--- src/rtl/keypad_scanner_if.sv ---
// Keypad scanner signal bundle: matrix row/column lines plus the accepted-key outputs.
interface keypad_scanner_if;
  logic [3:0] row;        // keypad rows, active-low, asynchronous to clk
  logic [3:0] col;        // column drives, active-low, one-cold
  logic [3:0] key_code;   // last accepted key
  logic       key_valid;  // one-cycle pulse per accepted press
  logic       key_down;   // accepted key considered held

  // Scanner side: drives columns and key outputs, samples rows.
  modport master (
    input  row,
    output col,
    output key_code,
    output key_valid,
    output key_down
  );

  // Keypad/consumer side.
  modport slave (
    output row,
    input  col,
    input  key_code,
    input  key_valid,
    input  key_down
  );
endinterface

--- src/rtl/keypad_scanner.sv ---
// 4x4 matrix keypad scanner: column multiplexing, per-scan classification and
// scan-level debounce producing one key_valid pulse per accepted press.
module keypad_scanner #(
  parameter int unsigned SCAN_BITS      = 17,
  parameter int unsigned DEBOUNCE_SCANS = 4
) (
  input  logic             clk,
  input  logic             clear,
  keypad_scanner_if.master kp
);

  localparam int unsigned CNT_W   = 4;
  localparam int unsigned POP_W   = 5;
  localparam logic [CNT_W-1:0] DEB_CNT = CNT_W'(DEBOUNCE_SCANS);

  typedef enum logic [1:0] {
    IDLE    = 2'd0,
    PENDING = 2'd1,
    HELD    = 2'd2,
    RELEASE = 2'd3
  } state_e;

  // Row synchronizer and scan datapath registers
  logic [3:0]           row_meta_q;
  logic [3:0]           row_sync_q;
  logic [SCAN_BITS-1:0] dwell_q;
  logic [1:0]           col_idx_q;
  logic [3:0]           col_q;
  logic [15:0]          acc_q;
  logic                 scan_done_q;

  // Debounce FSM registers
  state_e               state_q, state_d;
  logic [CNT_W-1:0]     cnt_q, cnt_d;
  logic [3:0]           cand_q, cand_d;
  logic [3:0]           key_code_q, key_code_d;
  logic                 key_valid_q, key_valid_d;
  logic                 key_down_q, key_down_d;

  // Scan helpers
  logic                 dwell_last;
  logic [1:0]           col_idx_nxt;
  logic [15:0]          low;
  logic [POP_W-1:0]     low_cnt;
  logic [3:0]           low_pos;
  logic                 res_none;
  logic                 res_single;
  logic [3:0]           scan_code;
  logic [CNT_W-1:0]     cnt_inc;

  // Matrix position (col*4 + row) to hex key code.
  function automatic logic [3:0] key_of(input logic [3:0] pos);
    logic [3:0] code;
    case (pos)
      4'd0:    code = 4'h1;
      4'd1:    code = 4'h4;
      4'd2:    code = 4'h7;
      4'd3:    code = 4'h0;
      4'd4:    code = 4'h2;
      4'd5:    code = 4'h5;
      4'd6:    code = 4'h8;
      4'd7:    code = 4'hF;
      4'd8:    code = 4'h3;
      4'd9:    code = 4'h6;
      4'd10:   code = 4'h9;
      4'd11:   code = 4'hE;
      4'd12:   code = 4'hA;
      4'd13:   code = 4'hB;
      4'd14:   code = 4'hC;
      default: code = 4'hD;
    endcase
    return code;
  endfunction

  // Dwell end detection and next column index.
  always_comb begin
    dwell_last  = &dwell_q;
    col_idx_nxt = col_idx_q + 2'd1;
  end

  // Row synchronizer, dwell counter, column drive and scan accumulator.
  always_ff @(posedge clk) begin
    if (clear) begin
      row_meta_q  <= 4'b1111;
      row_sync_q  <= 4'b1111;
      dwell_q     <= '0;
      col_idx_q   <= 2'd0;
      col_q       <= 4'b1110;
      acc_q       <= 16'hFFFF;
      scan_done_q <= 1'b0;
    end else begin
      row_meta_q  <= kp.row;
      row_sync_q  <= row_meta_q;
      dwell_q     <= dwell_q + SCAN_BITS'(1);
      scan_done_q <= 1'b0;
      if (dwell_last) begin
        acc_q[{col_idx_q, 2'b00} +: 4] <= row_sync_q;
        col_idx_q   <= col_idx_nxt;
        col_q       <= ~(4'b0001 << col_idx_nxt);
        scan_done_q <= (col_idx_q == 2'd3);
      end
    end
  end

  // Classify the completed scan: count pressed positions and locate one.
  always_comb begin
    low     = ~acc_q;
    low_cnt = '0;
    low_pos = 4'd0;
    for (int i = 0; i < 16; i++) begin
      low_cnt = low_cnt + POP_W'(low[i]);
      if (low[i]) begin
        low_pos = 4'(i);
      end
    end
    res_none   = (low_cnt == POP_W'(0));
    res_single = (low_cnt == POP_W'(1));
    scan_code  = key_of(low_pos);
    cnt_inc    = (cnt_q < DEB_CNT) ? cnt_q + CNT_W'(1) : cnt_q;
  end

  // Debounce FSM state and output registers.
  always_ff @(posedge clk) begin
    if (clear) begin
      state_q     <= IDLE;
      cnt_q       <= '0;
      cand_q      <= 4'd0;
      key_code_q  <= 4'd0;
      key_valid_q <= 1'b0;
      key_down_q  <= 1'b0;
    end else begin
      state_q     <= state_d;
      cnt_q       <= cnt_d;
      cand_q      <= cand_d;
      key_code_q  <= key_code_d;
      key_valid_q <= key_valid_d;
      key_down_q  <= key_down_d;
    end
  end

  // Debounce FSM next state; advances only on a completed scan.
  always_comb begin
    state_d     = state_q;
    cnt_d       = cnt_q;
    cand_d      = cand_q;
    key_code_d  = key_code_q;
    key_valid_d = 1'b0;
    if (scan_done_q) begin
      case (state_q)
        IDLE: begin
          if (res_single) begin
            state_d = PENDING;
            cand_d  = scan_code;
            cnt_d   = CNT_W'(1);
          end
        end
        PENDING: begin
          if (res_single) begin
            if (scan_code == cand_q) begin
              cnt_d = cnt_inc;
              if (cnt_inc == DEB_CNT) begin
                state_d     = HELD;
                key_code_d  = cand_q;
                key_valid_d = 1'b1;
              end
            end else begin
              cand_d = scan_code;
              cnt_d  = CNT_W'(1);
            end
          end else begin
            state_d = IDLE;
            cnt_d   = '0;
          end
        end
        HELD: begin
          if (res_none) begin
            state_d = RELEASE;
            cnt_d   = CNT_W'(1);
          end
        end
        RELEASE: begin
          if (res_none) begin
            cnt_d = cnt_inc;
            if (cnt_inc == DEB_CNT) begin
              state_d = IDLE;
              cnt_d   = '0;
            end
          end else begin
            state_d = HELD;
            cnt_d   = '0;
          end
        end
      endcase
    end
    key_down_d = (state_d == HELD) || (state_d == RELEASE);
  end

  // Output drive.
  assign kp.col       = col_q;
  assign kp.key_code  = key_code_q;
  assign kp.key_valid = key_valid_q;
  assign kp.key_down  = key_down_q;

endmodule
--- src/flat_wrapper.sv ---
// flat-port wrapper written by rule: the top's interface ports become plain ports
module keypad_scanner_flat 
#(
  parameter int unsigned SCAN_BITS      = 17,
  parameter int unsigned DEBOUNCE_SCANS = 4
)
  (clk, clear, kp_row, kp_col, kp_key_code, kp_key_valid, kp_key_down);
  keypad_scanner_if kp_i ();
  input  logic clk;
  input  logic clear;
  input wire logic [$bits(kp_i.row)-1:0] kp_row;
  output wire logic [$bits(kp_i.col)-1:0] kp_col;
  output wire logic [$bits(kp_i.key_code)-1:0] kp_key_code;
  output wire logic [$bits(kp_i.key_valid)-1:0] kp_key_valid;
  output wire logic [$bits(kp_i.key_down)-1:0] kp_key_down;
  assign kp_i.row = kp_row;
  assign kp_col = kp_i.col;
  assign kp_key_code = kp_i.key_code;
  assign kp_key_valid = kp_i.key_valid;
  assign kp_key_down = kp_i.key_down;
  keypad_scanner #(.SCAN_BITS(SCAN_BITS), .DEBOUNCE_SCANS(DEBOUNCE_SCANS)) u_core (.clk(clk), .clear(clear), .kp(kp_i));
endmodule
--- config.mk ---
export PLATFORM = sky130hd
export DESIGN_NAME = keypad_scanner_flat
export DESIGN_NICKNAME = d
export VERILOG_FILES = /design/src/rtl/keypad_scanner_if.sv /design/src/rtl/keypad_scanner.sv /design/src/flat_wrapper.sv
export SDC_FILE = /design/constraint.sdc
export NUM_CORES = 1
export LEC_CHECK = 0
export CAP_MARGIN = 20
export CORE_MARGIN = 2
export CORE_UTILIZATION = 28
export CTS_BUF_LIST = sky130_fd_sc_hd__clkbuf_16
export DETAILED_ROUTE_END_ITERATION = 8
export GPL_ROUTABILITY_DRIVEN = 0
export GPL_TIMING_DRIVEN = 0
export SYNTH_ARGS = -nofsm -noshare
export SYNTH_HDL_FRONTEND = slang
export SYNTH_SLANG_ARGS = --single-unit
--- constraint.sdc ---
create_clock -name clk -period 5 [get_ports clk]
set_input_delay 0.75 -clock clk [delete_from_list [all_inputs] [get_ports clk]]
set_output_delay 0.75 -clock clk [all_outputs]
set_load 0.03 [all_outputs]
==> metrics <==
Buf/Inv on CP=6; headroom to the max-slew limit=0.435; Critical Path, Cell by Cell=inv_2, ha_4, fa_1, inv_1, fa_1, fa_1, inv_1, fa_1, fa_2, inv_2, fa_2, a2111oi_4, a21oi_2, nor4b_4, buf_4, nand4_4, nor4_4, buf_6, mux2i_1, nor2_1; Worst setup SP type=flip-flop; pin count of the biggest net entering global routing=13; CTS sink count=64; fin. max-slew vios=0; Worst path max stage delay=0.52 ns; Die Height=114 um; drt drc=0; CP top delay family=adder cells; Post-synth EDFFs=0; area of the multi-input gates=2000 um2; part of the cycle the worst path needs=0.967; Overall Global Routing Usage=0.119; die footprint=13,100 um2; Die W=114 um; FF+latch count, synth=64; R2R Path Start=u_core.acc_q[0]$_SDFFE_PP1P_; first-pass GRT wire length=12.4 mm; RSZ-0062 raised after global routing=yes; Worst path most repeated cell=fa_1; most frequent cells in the layout=59 x dfxtp_1, 34 x nor2_1, 28 x inv_1, 25 x nand2_1, 18 x a21oi_1; TritonCTS clock tree=done; Hold Path Class=flip-flop to flip-flop; Initial Util=0.285; Worst Reg-to-Reg Cells=20; Avg WL per Cell=13.4 um; achievable frequency=207 MHz; reg-to-reg slack, setup=0.17 ns; Max stage delay cell, worst path=fa_1; HPWL Detailed=5.35 mm; vias per cell=4.91; Detailed Route WL=7.33 mm; Mapped Cells=365; WHS Endpoint=u_core.row_sync_q[3]$_SDFF_PP1_; total gr overflow=0; Vias=2,697; skew final=0.00587 ns; layout cells sized above 1=0.182; H-tree depth=3; Post-Synthesis Net Count=396; power per cell area=266 nW/um2; CP Class=flip-flop to flip-flop; initial antenna violation count=0; HP Start=u_core.row_meta_q[3]$_SDFF_PP1_; crit path capture type=flip-flop; VDD IR max=0.172 mV; Final Hold Fails=0; synth warn=0; crit path time final=4.83 ns; mapped cell area=3410 um2; Leakage=1.69 nW; Avg Cell Area, Syn=9.35 um2; CTS root buf=clkbuf_16; Core ar.=12,000 um2; WP data arrival=5.05 ns; Layout area overhead=22.1%; Synth cell types=58; CP required=5.21 ns; total power=1.11 mW; ys async rst share=0; hold path depth=1; drt pass-1 iters=4; Longest Clk Path Bufs=2; clock-pin slew on the worst setup and hold paths=0.06 ns; number of max-cap violations=0; Rows=40; number of buffers created by CTS=9; Buffers on Ports=15; fillers=1,199; I/O pins=16; FF-to-FF End=u_core.kp.key_code[2]$_SDFFE_PP0P_; worst slew pin tran=0.836 ns; vias in the first global route=2,673; status=finished clean; nets=428; placed cells=527; Clock Latency Late Sink=0.32 ns; ant diodes=0; Synth Flop Type=dfxtp_1; setup TNS=0 ns; Final Hold Slack=0.408 ns; Final Non-Filler Cells=549; ANT nets after route=0; Final setup viols=0; Seq. cell area=1290 um2; post-synthesis sequential area ratio=0.376; most common cell after layout, fill and taps aside=dfxtp_1; maximum fanout along the worst path=5; DR iter-0 viols=96
==> Yosys cell counts (2+ instances only) <==
library cell	n	area [um2]
and4_1	3	26.3
nand3_1	11	55.1
a21o_1	3	22.5
xor2_1	9	78.8
ha_1	15	188
o211ai_1	3	22.5
nand2_1	25	93.8
and3_1	6	37.5
a311oi_1	2	17.5
nand2b_1	7	43.8
a311oi_2	2	30.0
nor2b_1	8	50.1
buf_6	4	45.0
nor3_1	4	20.0
buf_4	2	15.0
and2_1	4	25.0
o21ai_0	17	85.1
dfxtp_1	64	1280
inv_2	2	7.51
or2_2	8	50.1
or3_1	4	25.0
clkbuf_1	5	18.8
fa_1	10	200
nand4_1	6	37.5
a31oi_1	2	12.5
mux2i_1	6	60.1
nor2_1	34	128
a21oi_1	19	95.1
inv_1	31	116
xnor2_1	5	43.8
nand4_2	3	37.5
a221o_1	15	150
==> routing by layer <==
layer / vias to the layer above / global-route usage / routed length, um
li1: 1354 / - / -
met1: 1282 / 0.147 / 3410
met2: 47 / 0.193 / 3540
met3: 14 / 0.0291 / 201
met4: 0 / 0.0602 / 179
met5: - / 0 / 0
==> power breakdown <==
group / internal (mW) / switching [mW]
combinational: 0.0109 / 0.0120
sequential: 0.515 / 0.00396
clock: 0.335 / 0.234
total: 0.860 / 0.250
==> worst max path at each step <==
stage | from | end | slack (ns) | depth (start not counted)
after floorplan | u_core.acc_q[0]$_SDFFE_PP1P_ | u_core.kp.key_code[0]$_SDFFE_PP0P_ | 0.01 | 18
after global placement | u_core.acc_q[1]$_SDFFE_PP1P_ | u_core.kp.key_code[1]$_SDFFE_PP0P_ | -0.44 | 18
after detailed placement | u_core.acc_q[1]$_SDFFE_PP1P_ | u_core.kp.key_code[3]$_SDFFE_PP0P_ | -0.50 | 18
after CTS | u_core.acc_q[1]$_SDFFE_PP1P_ | u_core.kp.key_code[3]$_SDFFE_PP0P_ | 0.04 | 20
after global routing | u_core.acc_q[0]$_SDFFE_PP1P_ | u_core.kp.key_code[2]$_SDFFE_PP0P_ | -0.13 | 20
final | u_core.acc_q[0]$_SDFFE_PP1P_ | u_core.kp.key_code[2]$_SDFFE_PP0P_ | 0.17 | 20
==> cell families after synthesis <==
| family | after synthesis | share of synthesized area |
|---|---|---|
| mux | 7 | 0.0209 |
| compound gates | 73 | 0.162 |
| fa+ha+maj | 25 | 0.114 |
| flops | 64 | 0.376 |
| buf+inv | 46 | 0.0649 |
| simple gates | 135 | 0.222 |
| xor+xnor | 15 | 0.0407 |
==> area by class of cell <==
cell class / instances / area share
Timing Repair Buffer: 21 / 0.0477
Buffer: 13 / 0.0234
Tap cell: 147 / 0.0441
Clock buffer: 9 / 0.0540
Clock inverter: 7 / 0.0114
Inverter: 33 / 0.0297
Sequential cell: 64 / 0.310
Multi-Input combinational cell: 255 / 0.480
==> per-stage QoR <==
step	util	area [um2]	setup WS [ns]
final	0.348	4170	0.166
after global routing	0.348	4170	-0.127
after CTS	0.341	4080	0.0371
after detailed placement	0.313	3750	-0.498
after global placement	0.313	3750	-0.436
after floorplan	-	3410	0.0125
==> what timing repair did <==
action,in CTS,in global routing
hold buffers,0,0
gates resized for setup,7,21
endpoints found under the setup margin,16,16
pin swaps,3,5
setup buffers,4,2
==> state kept, by name, summed over array words and instances (netlist names), 2 cells and up <==
signal              cells
u_core.kp.key_code      4
u_core.col_idx_q        2
u_core.dwell_q         17
u_core.kp.col           4
u_core.row_meta_q       4
u_core.cand_q           4
u_core.row_sync_q       4
u_core.cnt_q            4
u_core.state_q          2
u_core.acc_q           16
Power figures use the tool's default switching activity.
